===== src/rtl/uart_pkg.sv =====
// Shared types and constants for the round-robin UART transmit scheduler.
// Holds the FSM state encoding, parity mode values and the requester arbiter.
package uart_pkg;

  localparam int NUM_REQ = 4;

  localparam int PARITY_EVEN = 0;
  localparam int PARITY_ODD  = 1;

  typedef enum logic [2:0] {
    ST_IDLE,
    ST_START,
    ST_DATA,
    ST_PARITY,
    ST_STOP
  } uart_state_e;

  // Returns {found, index}. The search begins one past the last winner, so the
  // lowest offset k with a valid request wins; iterating k downward lets the
  // final overwrite be the closest requester.
  function automatic logic [2:0] rr_pick(input logic [NUM_REQ-1:0] valid,
                                         input logic [1:0]         last);
    logic [2:0] result;
    logic [1:0] idx;
    result = 3'b000;
    for (int k = NUM_REQ; k >= 1; k--) begin
      idx = last + 2'(k);
      if (valid[idx]) begin
        result = {1'b1, idx};
      end
    end
    return result;
  endfunction

endpackage


===== src/rtl/uart_tx_scheduler_if.sv =====
// Requester-side handshake bundle: four valid/data lanes and a one-hot ready.
// Requesters use the master view, the scheduler the slave view.
interface uart_tx_scheduler_if
  import uart_pkg::*;
#(
  parameter int DATA_BITS = 8
);

  logic [NUM_REQ-1:0]                req_valid;
  logic [NUM_REQ-1:0][DATA_BITS-1:0] req_data;
  logic [NUM_REQ-1:0]                req_ready;

  modport master (
    output req_valid,
    output req_data,
    input  req_ready
  );

  modport slave (
    input  req_valid,
    input  req_data,
    output req_ready
  );

endinterface


===== src/rtl/uart_baud_counter.sv =====
// Bit-period timer: counts clocks within one serial bit and flags the last one.
// Held at zero while clr is high so every bit starts from a clean count.
module uart_baud_counter #(
  parameter int CLKS_PER_BIT = 868
) (
  input  logic clk,
  input  logic rst_n,
  input  logic clr,
  output logic bit_done
);

  localparam int CNT_W = (CLKS_PER_BIT > 1) ? $clog2(CLKS_PER_BIT) : 1;

  logic [CNT_W-1:0] cnt_reg;

  assign bit_done = !clr && (cnt_reg == CNT_W'(CLKS_PER_BIT - 1));

  // Wrapping on bit_done doubles as the clear for the next state's entry.
  always_ff @(posedge clk or negedge rst_n) begin
    if (!rst_n) begin
      cnt_reg <= '0;
    end else if (clr || bit_done) begin
      cnt_reg <= '0;
    end else begin
      cnt_reg <= cnt_reg + 1'b1;
    end
  end

endmodule


===== src/rtl/uart_tx_scheduler.sv =====
// Four-requester UART transmitter: round-robin picks one pending byte per
// frame and serialises it as start, data (LSB first), optional parity, stop.
module uart_tx_scheduler
  import uart_pkg::*;
#(
  parameter int CLKS_PER_BIT = 868,
  parameter int DATA_BITS    = 8,
  parameter int PARITY_BITS  = 1,
  parameter int PARITY       = 1,
  parameter int STOP_BITS    = 1
) (
  input  logic                clk,
  input  logic                rst_n,
  uart_tx_scheduler_if.slave  req,
  output logic                TX,
  output logic                busy,
  output logic [1:0]          grant_id
);

  localparam int  BIT_W    = $clog2(DATA_BITS + 1);
  localparam logic PAR_ODD = (PARITY == PARITY_ODD);

  uart_state_e          state_reg;
  logic [BIT_W-1:0]     bit_cnt_reg;
  logic [DATA_BITS-1:0] shift_reg;
  logic                 parity_reg;
  logic [1:0]           last_reg;
  logic                 tx_reg;
  logic                 busy_reg;
  logic [1:0]           grant_reg;

  logic [2:0]           pick;
  logic                 pick_valid;
  logic [1:0]           pick_idx;
  logic                 accept;
  logic                 baud_clr;
  logic                 bit_done;
  logic [DATA_BITS-1:0] win_data;

  assign pick                  = rr_pick(req.req_valid, last_reg);
  assign {pick_valid, pick_idx} = pick;
  // Ready must follow the live valid so a requester that drops out before its
  // turn simply forfeits; rst_n gating keeps ready low throughout reset.
  assign accept   = (state_reg == ST_IDLE) && rst_n && pick_valid;
  assign win_data = req.req_data[pick_idx];
  assign baud_clr = (state_reg == ST_IDLE);

  for (genvar gi = 0; gi < NUM_REQ; gi++) begin : g_ready
    assign req.req_ready[gi] = accept && (pick_idx == 2'(gi));
  end

  uart_baud_counter #(
    .CLKS_PER_BIT(CLKS_PER_BIT)
  ) u_baud (
    .clk      (clk),
    .rst_n    (rst_n),
    .clr      (baud_clr),
    .bit_done (bit_done)
  );

  // TX is loaded alongside each state change so the line switches in the same
  // cycle the new state becomes visible.
  always_ff @(posedge clk or negedge rst_n) begin
    if (!rst_n) begin
      state_reg   <= ST_IDLE;
      bit_cnt_reg <= '0;
      shift_reg   <= '0;
      parity_reg  <= 1'b0;
      last_reg    <= 2'd3;
      tx_reg      <= 1'b1;
      busy_reg    <= 1'b0;
      grant_reg   <= 2'd0;
    end else begin
      case (state_reg)
        ST_IDLE: begin
          if (accept) begin
            state_reg   <= ST_START;
            tx_reg      <= 1'b0;
            busy_reg    <= 1'b1;
            grant_reg   <= pick_idx;
            last_reg    <= pick_idx;
            shift_reg   <= win_data;
            parity_reg  <= (^win_data) ^ PAR_ODD;
            bit_cnt_reg <= '0;
          end
        end

        ST_START: begin
          if (bit_done) begin
            state_reg <= ST_DATA;
            tx_reg    <= shift_reg[0];
            shift_reg <= shift_reg >> 1;
          end
        end

        ST_DATA: begin
          if (bit_done) begin
            if (bit_cnt_reg == BIT_W'(DATA_BITS - 1)) begin
              bit_cnt_reg <= '0;
              if (PARITY_BITS != 0) begin
                state_reg <= ST_PARITY;
                tx_reg    <= parity_reg;
              end else begin
                state_reg <= ST_STOP;
                tx_reg    <= 1'b1;
              end
            end else begin
              bit_cnt_reg <= bit_cnt_reg + 1'b1;
              tx_reg      <= shift_reg[0];
              shift_reg   <= shift_reg >> 1;
            end
          end
        end

        ST_PARITY: begin
          if (bit_done) begin
            state_reg   <= ST_STOP;
            tx_reg      <= 1'b1;
            bit_cnt_reg <= '0;
          end
        end

        ST_STOP: begin
          if (bit_done) begin
            if (bit_cnt_reg == BIT_W'(STOP_BITS - 1)) begin
              state_reg   <= ST_IDLE;
              busy_reg    <= 1'b0;
              bit_cnt_reg <= '0;
            end else begin
              bit_cnt_reg <= bit_cnt_reg + 1'b1;
            end
            tx_reg <= 1'b1;
          end
        end

        default: begin
          state_reg <= ST_IDLE;
          tx_reg    <= 1'b1;
          busy_reg  <= 1'b0;
        end
      endcase
    end
  end

  assign TX       = tx_reg;
  assign busy     = busy_reg;
  assign grant_id = grant_reg;

endmodule


===== src/flat_wrapper.sv =====
// flat-port wrapper written by rule: the top's interface ports become plain ports
module uart_tx_scheduler_flat import uart_pkg::*;
#(
  parameter int CLKS_PER_BIT = 868,
  parameter int DATA_BITS    = 8,
  parameter int PARITY_BITS  = 1,
  parameter int PARITY       = 1,
  parameter int STOP_BITS    = 1
)
  (clk, rst_n, TX, busy, grant_id, req_req_valid, req_req_data, req_req_ready);
  uart_tx_scheduler_if #(.DATA_BITS(DATA_BITS)) req_i ();
  input  logic clk;
  input  logic rst_n;
  output logic TX;
  output logic busy;
  output logic [1:0] grant_id;
  input wire logic [$bits(req_i.req_valid)-1:0] req_req_valid;
  input wire logic [$bits(req_i.req_data)-1:0] req_req_data;
  output wire logic [$bits(req_i.req_ready)-1:0] req_req_ready;
  assign req_i.req_valid = req_req_valid;
  assign req_i.req_data = req_req_data;
  assign req_req_ready = req_i.req_ready;
  uart_tx_scheduler #(.CLKS_PER_BIT(CLKS_PER_BIT), .DATA_BITS(DATA_BITS), .PARITY_BITS(PARITY_BITS), .PARITY(PARITY), .STOP_BITS(STOP_BITS)) u_core (.clk(clk), .rst_n(rst_n), .req(req_i), .TX(TX), .busy(busy), .grant_id(grant_id));
endmodule

===== config.mk =====
export PLATFORM = sky130hd
export DESIGN_NAME = uart_tx_scheduler_flat
export DESIGN_NICKNAME = d
export VERILOG_FILES = /design/src/rtl/uart_pkg.sv /design/src/rtl/uart_tx_scheduler_if.sv /design/src/rtl/uart_baud_counter.sv /design/src/rtl/uart_tx_scheduler.sv /design/src/flat_wrapper.sv
export SDC_FILE = /design/constraint.sdc
export NUM_CORES = 1
export LEC_CHECK = 0
export ABC_AREA = 1
export BUFFER_PORTS_ARGS = -buffer_cell sky130_fd_sc_hd__buf_2
export CORE_MARGIN = 2
export CORE_UTILIZATION = 40
export CTS_CLUSTER_SIZE = 16
export DETAILED_ROUTE_END_ITERATION = 8
export GPL_ROUTABILITY_DRIVEN = 0
export SLEW_MARGIN = 40
export SYNTH_ARGS = -nofsm -noshare
export SYNTH_HDL_FRONTEND = slang
export SYNTH_HIERARCHICAL = 1
export SYNTH_SLANG_ARGS = --single-unit
export TNS_END_PERCENT = 50

===== constraint.sdc =====
create_clock -name clk -period 3.35 [get_ports clk]
set_clock_uncertainty 0.1 [all_clocks]
set_input_delay 0.335 -clock clk [delete_from_list [all_inputs] [get_ports clk]]
set_output_delay 0.335 -clock clk [all_outputs]
set_load 0.1 [all_outputs]

==> run_results.csv, run 1 <==
group,metric,value,unit
synth,netlist_top_cells_area,"dfrtp_1, nand2_1, inv_1",
grt,grt_pass1_wl,11.02,mm
clocking,post_cts_buffers,0,
finish,finish.instance_area,3126,um^2
route,wl,6.151,mm
critical_path,endpoint_kind,"output port",
route,wl_per_cell,10.62,um
critical_path,crit_top_cell,"nand2_1",
grt,antenna_found_initial,0,
synth,synth_top_area_share,0.2691,
critical_path,path_max_fanout,21,
job,maxCapViolations,0,
timing,slew_headroom,0.6722,
synth,synth_fp_nets,497,
critical_path,reg2reg_from,"u_core/last_reg[0]",
finish,syn_to_final_growth,15.92,%
route,vias_per_cell,4.805,
clocking,clkTransAtPathRegs,0.07,ns
synth,synth_cell_types,33,
synth,async_flop_share,1.000,
synth,seq_area_frac_synth,0.2984,
die,coreArea,6422,um^2
clocking,insertion_delay,0.28,ns
route,drt_iter0_drc,124,
place,dp_hpwl,4.834,mm
die,die_area,7413,um^2
critical_path,required,2.91,ns
timing,fin_crit_sh,0.9084,
synth,synth-seq-cells,32,
timing,tightest_slew,0.4950,ns
critical_path,worstSetupPathType,"reg -> out",
grt,grt_max_degree,39,
route,vias,2782,
clocking,root_buffer,"clkbuf_8",
hold_path,hold_path_class,"reg -> reg",
finish,utilization,0.4867,
synth,mappedNetlistArea,2696,um^2
timing,hold_violations,0,
synth,postSynthCellCount,456,
route,antenna_left,0,
die,die-height,86.10,um
hold_path,hp-start,"u_core/grant_id[1]",
finish,instances_no_fill,579,
synth,yosysTopAreaCell,"dfrtp_1",
timing,final-setup-viol-count,0,
die,rows,29,
die,ios,46,
route,drc,0,
critical_path,crit_path_start_kind,"flop",
timing,rsz0062_at_grt,"false",
clocking,cts_tree,"built",
synth,synth-edff-count,0,
die,die_w,86.10,um
synth,yosys_warnings,6,
grt,globalRouteOverflowTotal,0,
clocking,cts_buffers,5,
status,status,"completed",
critical_path,critPathMaxStageDelay,0.64,ns
critical_path,path_cells,"inv_2, nand2_1, nand2_1, nand2_1, nand2_1, inv_1, nand3_1, nand2_2, nand2_1, a21oi_1, buf_2",
finish,largest_reg_flops,10,
synth,syn_avg_cell_area,5.913,um^2
die,initial_utilization,0.4198,
finish,drive_gt1_frac,0.1554,
critical_path,arrival,2.61,ns
timing,fin_ws,0.3070,ns
timing,min_period,3.043,ns
clocking,clock-sinks,32,
place,dpl_worst_slack,0.4679,ns
finish,final_nets,542,
finish,fill_cells,684,
route,dr.pass1.iters,4,
place,dpl_cell_area,3018,um^2
finish,diodes,0,
critical_path,slowest_stage,"dfstp_2",
clocking,htree_levels,2,
place,dp_cells,570,
place,io_buffers,45,
timing,fmax,328.6,MHz
clocking,clock_path_buffers,2,
critical_path,worstSetupStartpoint,"u_core/last_reg[0]",
grt,grt_usage,0.1793,
grt,grt_pass1_vias,2478,
synth,ys_dominant_reg_cell,"dfrtp_1",
timing,slew_viol_final,0,
==> cells in the mapped netlist (all sizes together) (3+ instances only) <==
library cell  number
inv               73
dfrtp             29
nor2              46
nand4             12
nand3             40
nor3               4
dfstp              3
buf               12
o21ai             33
xor2               3
ha                 3
a21oi              8
nand2            179
==> through the flow <==
step / hold WS [ns] / TNS [ns]
after global placement: 0.3012 / 0
after global routing: 0.3876 / 0
after CTS: 0.3776 / 0
after detailed placement: 0.3024 / 0
after floorplan: -0.06059 / -0.03484
final: 0.3783 / 0
==> final timing paths <==
check / to / depth (start not counted) / slack [ns]
hold / removal: u_core/grant_id[1] / 2 / 0.38
max in group asynchronous: u_core/TX / 3 / 2.31
setup reg to reg: u_core/parity_reg / 19 / 0.48
min in group asynchronous: u_core/u_baud/cnt_reg[3] / 3 / 0.52
hold reg to reg: u_core/grant_id[1] / 2 / 0.38
setup / recovery: req_req_ready[3] / 11 / 0.31
==> layout make-up <==
type,instances,area [um^2],area share
inverters,73,274.0,0.08767
clock inverters,3,23.77,0.007606
flip-flops and latches,32,804.5,0.2574
clock buffers,5,68.82,0.02202
repair buffers,51,317.8,0.1017
well taps,77,96.34,0.03082
multi-input cells,338,1540,0.4928
==> worst max-delay path, delay by kind of cell (launching register included) <==
kind,cells,cell delay (ns)
DFF,1,0.64
and+or+nand+nor,7,0.93
buffers and inverters,3,0.59
AOI/OAI and AO/OA,1,0.15
==> cell families (layout without fill, tap and decap cells) <==
| logic type | count (synthesis) | after routing | share of synthesized area |
|---|---|---|---|
| fa+ha+maj | 3 | 3 | 0.01392 |
| simple gates | 282 | 282 | 0.4408 |
| compound gates | 49 | 49 | 0.09978 |
| flops | 32 | 32 | 0.2984 |
| xor+xnor | 4 | 4 | 0.01300 |
| buf+inv | 86 | 132 | 0.1341 |
==> routing by layer <==
| layer | wire [um] | GRT usage | vias to the layer above |
|---|---|---|---|
| met4 | 66 | 0.04329 | 0 |
| met1 | 3104 | 0.2478 | 1207 |
| met3 | 222 | 0.02310 | 6 |
| met2 | 2758 | 0.2967 | 58 |
| met5 | 0 | 0 | - |
| li1 | - | - | 1511 |
==> repair_timing <==
item                                    4_1_cts  5_1_grt
hold buffers                                  1        0
endpoints found under the hold margin        29        0
resized for setup                             0        1
endpoints found under the setup margin        0        1
==> placed cells by master (no fill, tap or decap), types with 5 or more instances in the layout <==
| master | count |
|---|---|
| o21ai_0 | 26 |
| nor2_1 | 41 |
| nand3_1 | 37 |
| buf_2 | 42 |
| dfrtp_1 | 29 |
| buf_4 | 5 |
| o21ai_1 | 6 |
| a21oi_1 | 8 |
| clkbuf_8 | 5 |
| nand4_1 | 12 |
| inv_1 | 70 |
| nor2_2 | 5 |
| nand2_1 | 175 |
Power of run 1 is left out: the tool's default activity adds up to more than one toggle a clock period on the data nets, which glitch-free logic cannot reach.
==> inputs of run 2 (changes only) <==
==> constraint.sdc (replaced) <==
create_clock -name clk -period 3.15 [get_ports clk]
set_clock_uncertainty 0.1 [all_clocks]
set_input_delay 0.315 -clock clk [delete_from_list [all_inputs] [get_ports clk]]
set_output_delay 0.315 -clock clk [all_outputs]
set_load 0.1 [all_outputs]
==> run 2 against run 1 <==
Global-route usage hardly changed. Via count is 1.2% higher. Setup slack worse by 0.099 ns. First-iteration DRC count is 4.0% higher. Worst hold slack better by 0.0066 ns. Cell count is 0.35% higher. Final area is 0.52% higher. Die area stayed put. Critical path depth is 2 lower. Sequential share of layout area is 0.13 points lower. Wire length is 2.6% higher. Non-clock buffer count is 2 higher.
==> run_results.csv, run 2 (synthesis results as in run 1) <==
group,metric,value,unit
place,io_buffers,45,
finish,instances_no_fill,581,
finish,largest_reg_flops,10,
finish,drive_gt1_frac,0.1627,
clocking,clock_path_buffers,2,
clocking,insertion_delay,0.29,ns
critical_path,crit_path_start_kind,"flop",
grt,use_met2,0.3066,
die,coreArea,6422,um^2
die,rows,29,
route,wl,6.312,mm
timing,slew_viol_final,0,
grt,grt_usage,0.1788,
timing,final-setup-viol-count,0,
place,dp_hpwl,4.920,mm
clocking,htree_levels,2,
grt,globalRouteOverflowTotal,0,
grt,antenna_found_initial,0,
timing,rsz0062_at_grt,"false",
grt,grt_pass1_vias,2577,
die,initial_utilization,0.4198,
route,vias_per_cell,4.847,
place,dpl_worst_slack,0.3740,ns
timing,fmax,339.9,MHz
timing,tightest_slew,0.4850,ns
critical_path,path_max_fanout,12,
finish,fill_cells,683,
clocking,clkTransAtPathRegs,0.08,ns
place,dpl_cell_area,3037,um^2
die,ios,46,
clocking,cts_tree,"built",
die,die_w,86.10,um
route,drt_iter0_drc,129,
route,drc,0,
place,dp_cells,572,
route,wl_per_cell,10.86,um
finish,final_nets,544,
critical_path,worstSetupPathType,"reg -> out",
clocking,cts_buffers,5,
clocking,post_cts_buffers,0,
die,die-height,86.10,um
critical_path,endpoint_kind,"output port",
finish,finish.instance_area,3142,um^2
status,status,"completed",
grt,busiest_layer,"met2",
finish,utilization,0.4892,
hold_path,hold_path_class,"reg -> reg",
route,vias,2816,
route,antenna_left,0,
critical_path,arrival,2.53,ns
clocking,root_buffer,"clkbuf_8",
grt,use_met3,0.02310,
job,maxCapViolations,0,
timing,min_period,2.942,ns
critical_path,required,2.73,ns
grt,grt_pass1_wl,10.98,mm
finish,layout_common_cells,"nand2_1, inv_1, buf_2, nor2_1, nand3_1",
timing,fin_crit_sh,0.9340,
die,die_area,7413,um^2
finish,mostFrequentLayoutCell,"nand2_1",
grt,grt_max_degree,37,
timing,slew_headroom,0.6789,
finish,syn_to_final_growth,16.52,%
timing,fin_ws,0.2078,ns
route,dr.pass1.iters,4,
grt,use_met1,0.2323,
finish,diodes,0,
timing,hold_violations,0,
clocking,clock-sinks,32,
run 2: changes by cell type in the layout (fill, tap and decap cells not counted), sizes merged:
cell and change:
buf +2
run 2: path summary, 6_finish.rpt:
kind	to	start	cells after the start	slack, ns
min in group asynchronous	u_core/u_baud/cnt_reg[3]	rst_n	3	0.49
hold / removal	u_core/shift_reg[0]	u_core/shift_reg[0]	2	0.38
setup / recovery	req_req_ready[3]	u_core/last_reg[0]	9	0.21
setup reg to reg	u_core/parity_reg	u_core/last_reg[0]	20	0.39
hold reg to reg	u_core/shift_reg[0]	u_core/shift_reg[0]	2	0.38
max in group asynchronous	u_core/TX	rst_n	3	2.14
run 2: what timing repair did:
action                                  in CTS  in global routing
hold buffers                                 1                  0
resized for setup                            0                  1
endpoints found under the hold margin       29                  0
endpoints found under the setup margin       0                  4
run 2: cell type report:
cell class              count  area (um^2)  share of cell area
multi-input cells         338         1541              0.4906
flip-flops and latches     32        804.5              0.2561
repair buffers             53        332.8              0.1059
inverters                  73        274.0             0.08722
well taps                  77        96.34             0.03067
clock buffers               5        68.82             0.02190
clock inverters             3        23.77            0.007567
run 2: per-stage QoR:
step | setup TNS, ns | hold WS (ns)
after detailed placement | 0 | 0.2771
after global placement | 0 | 0.2924
final | 0 | 0.3849
after CTS | 0 | 0.3883
after floorplan | -0.07999 | -0.08059
after global routing | 0 | 0.4303
run 2: critical path, cell delays in order, from the launching register on:
cell     delay (ns)
dfstp_2        0.66
nand2_1        0.09
nand2_1        0.13
nor2_1         0.07
nand2_1        0.12
nand2_1        0.11
nor2_2         0.28
nand2_1        0.20
a21oi_2        0.14
buf_2          0.43
run 2: metal layers:
layer	part of all wire	up-vias	wire length (um)
met5	0	-	0
li1	-	1511	-
met3	0.031	7	196
met4	0.015	0	97
met2	0.45	57	2861
met1	0.50	1241	3158
Power of run 2 is left out for the same reason.
==> inputs of run 3 (changes only) <==
--- a/config.mk
+++ b/config.mk
@@ -6,12 +6,15 @@
 export NUM_CORES = 1
 export LEC_CHECK = 0
 export ABC_AREA = 1
+export ABC_CLOCK_PERIOD_IN_PS = 3150
 export BUFFER_PORTS_ARGS = -buffer_cell sky130_fd_sc_hd__buf_2
 export CORE_MARGIN = 2
 export CORE_UTILIZATION = 40
 export CTS_CLUSTER_SIZE = 16
 export DETAILED_ROUTE_END_ITERATION = 8
 export GPL_ROUTABILITY_DRIVEN = 0
+export MAX_ROUTING_LAYER = met4
+export REMOVE_ABC_BUFFERS = 1
 export SLEW_MARGIN = 40
 export SYNTH_ARGS = -nofsm -noshare
 export SYNTH_HDL_FRONTEND = slang
==> run 3 against run 2 <==
Non-clock buffer count decreased by 1. Register-to-register slack improved by 0.11 ns. Sequential share of layout area decreased by 0.17 points. Critical path depth unchanged. First-iteration DRC count decreased by 29%. Global-route usage increased by 0.21 points. Setup slack improved by 0.049 ns. Largest cell class unchanged. Highest routed layer unchanged.
==> run_results.csv, run 3 (synthesis results as in run 1) <==
group,metric,value,unit
status,status,"completed",
clocking,htree_levels,2,
hold_path,hold_path_class,"reg -> reg",
critical_path,r2r_setup_slack,0.50,ns
clocking,cts_buffers,5,
timing,final-setup-viol-count,0,
grt,antenna_found_initial,0,
finish,layout_common_cells,"nand2_1, inv_1, buf_2, nor2_1, nand3_1",
timing,min_period,2.893,ns
grt,grt_pass1_vias,2489,
critical_path,worstSetupPathType,"reg -> out",
hold_path,hp-start,"u_core/grant_id[0]",
finish,drive_gt1_frac,0.1590,
clocking,clock_path_buffers,2,
timing,fmax,345.6,MHz
die,coreArea,6422,um^2
clocking,clock-sinks,32,
critical_path,r2r_end,"u_core/parity_reg",
grt,grt_usage,0.1810,
critical_path,reg2regPathDepth,20,
die,ios,46,
critical_path,path_max_fanout,12,
die,rows,29,
route,drc,0,
critical_path,worst-path-stages,9,
critical_path,slowest_stage,"dfstp_2",
critical_path,worst_path_dominant_cell_family,"simple AND/OR/NAND/NOR gates",
clocking,clkTransAtPathRegs,0.07,ns
timing,tns,0,ns
grt,grt_max_degree,38,
hold_path,whs_endpoint,"u_core/grant_id[0]",
finish,finish.instance_area,3163,um^2
grt,grt_pass1_wl,10.85,mm
finish,diodes,0,
clocking,root_buffer,"clkbuf_8",
critical_path,required,2.73,ns
finish,mostFrequentLayoutCell,"nand2_1",
finish,syn_to_final_growth,17.31,%
clocking,post_cts_buffers,0,
timing,slew_headroom,0.6778,
finish,final_nets,543,
die,die_w,86.10,um
critical_path,crit_path_start_kind,"flop",
critical_path,path_cells,"nand2_1, nand2_1, nor2_1, nand2_1, nand2_1, nor2_2, nand2_1, a21oi_1, buf_2",
timing,fin_crit_sh,0.9186,
finish,largest_reg_flops,10,
grt,globalRouteOverflowTotal,0,
critical_path,critPathMaxStageDelay,0.65,ns
place,io_buffers,45,
timing,slew_viol_final,0,
critical_path,reg2reg_from,"u_core/last_reg[0]",
route,vias_per_cell,4.824,
place,dp_hpwl,4.799,mm
timing,tightest_slew,0.4866,ns
die,initial_utilization,0.4198,
job,maxCapViolations,0,
route,drt_iter0_drc,92,
route,wl_per_cell,10.62,um
route,wl,6.160,mm
clocking,insertion_delay,0.28,ns
critical_path,crit_top_cell,"nand2_1",
place,dpl_cell_area,3020,um^2
die,die_area,7413,um^2
critical_path,arrival,2.48,ns
die,die-height,86.10,um
critical_path,endpoint_kind,"output port",
timing,hold_violations,0,
hold_path,min_path_cells,2,
timing,rsz0062_at_grt,"false",
route,vias,2798,
clocking,cts_tree,"built",
critical_path,worst-path-buf-inv,1,
route,dr.pass1.iters,4,
route,antenna_left,0,
finish,utilization,0.4925,
## run 3: worst max path at each step
stage	slack, ns	end	startpoint
detailed placement	0.28	req_req_ready[0]	u_core/last_reg[0]
global route	0.03	req_req_ready[1]	u_core/last_reg[0]
finish	0.26	req_req_ready[3]	u_core/last_reg[0]
floorplan	-1.25	req_req_ready[0]	u_core/last_reg[0]
CTS	0.04	req_req_ready[0]	u_core/last_reg[0]
global placement	0.33	req_req_ready[0]	u_core/last_reg[0]
## run 3: routing by layer
layer | track usage | wire length (um)
met3 | 0.02599 | 186
met4 | 0.03463 | 27
met2 | 0.2918 | 2861
met1 | 0.2435 | 3085
met5 | - | 0
## run 3: timing repair
action,4_1_cts,5_1_grt
endpoints found under the hold margin,29,0
resized for setup,1,3
endpoints found under the setup margin,1,3
hold buffers,1,0
## run 3: per-stage QoR
step	hold slack (ns)	cells	setup WS, ns
2_1_floorplan	-0.08059	443	-1.255
3_3_place_gp	0.2948	571	0.3300
3_5_place_dp	0.2941	571	0.2771
4_1_cts	0.3910	580	0.04472
5_1_grt	0.4254	580	0.02979
6_report	0.3834	580	0.2566
## run 3: layout make-up
cell class	instances	area, um^2
clock buffer	5	68.82
clock inverter	3	42.54
fill	712	3259
inverter	73	274.0
multi-input combinational	338	1551
sequential	32	804.5
tap	77	96.34
timing repair buffer	52	325.3
## run 3: worst min-delay path: stages, from the launching register on
cell	delay [ns]
dfrtp_1	0.35
nand2_1	0.05
nand2_1	0.05
Power of run 3 is left out for the same reason.
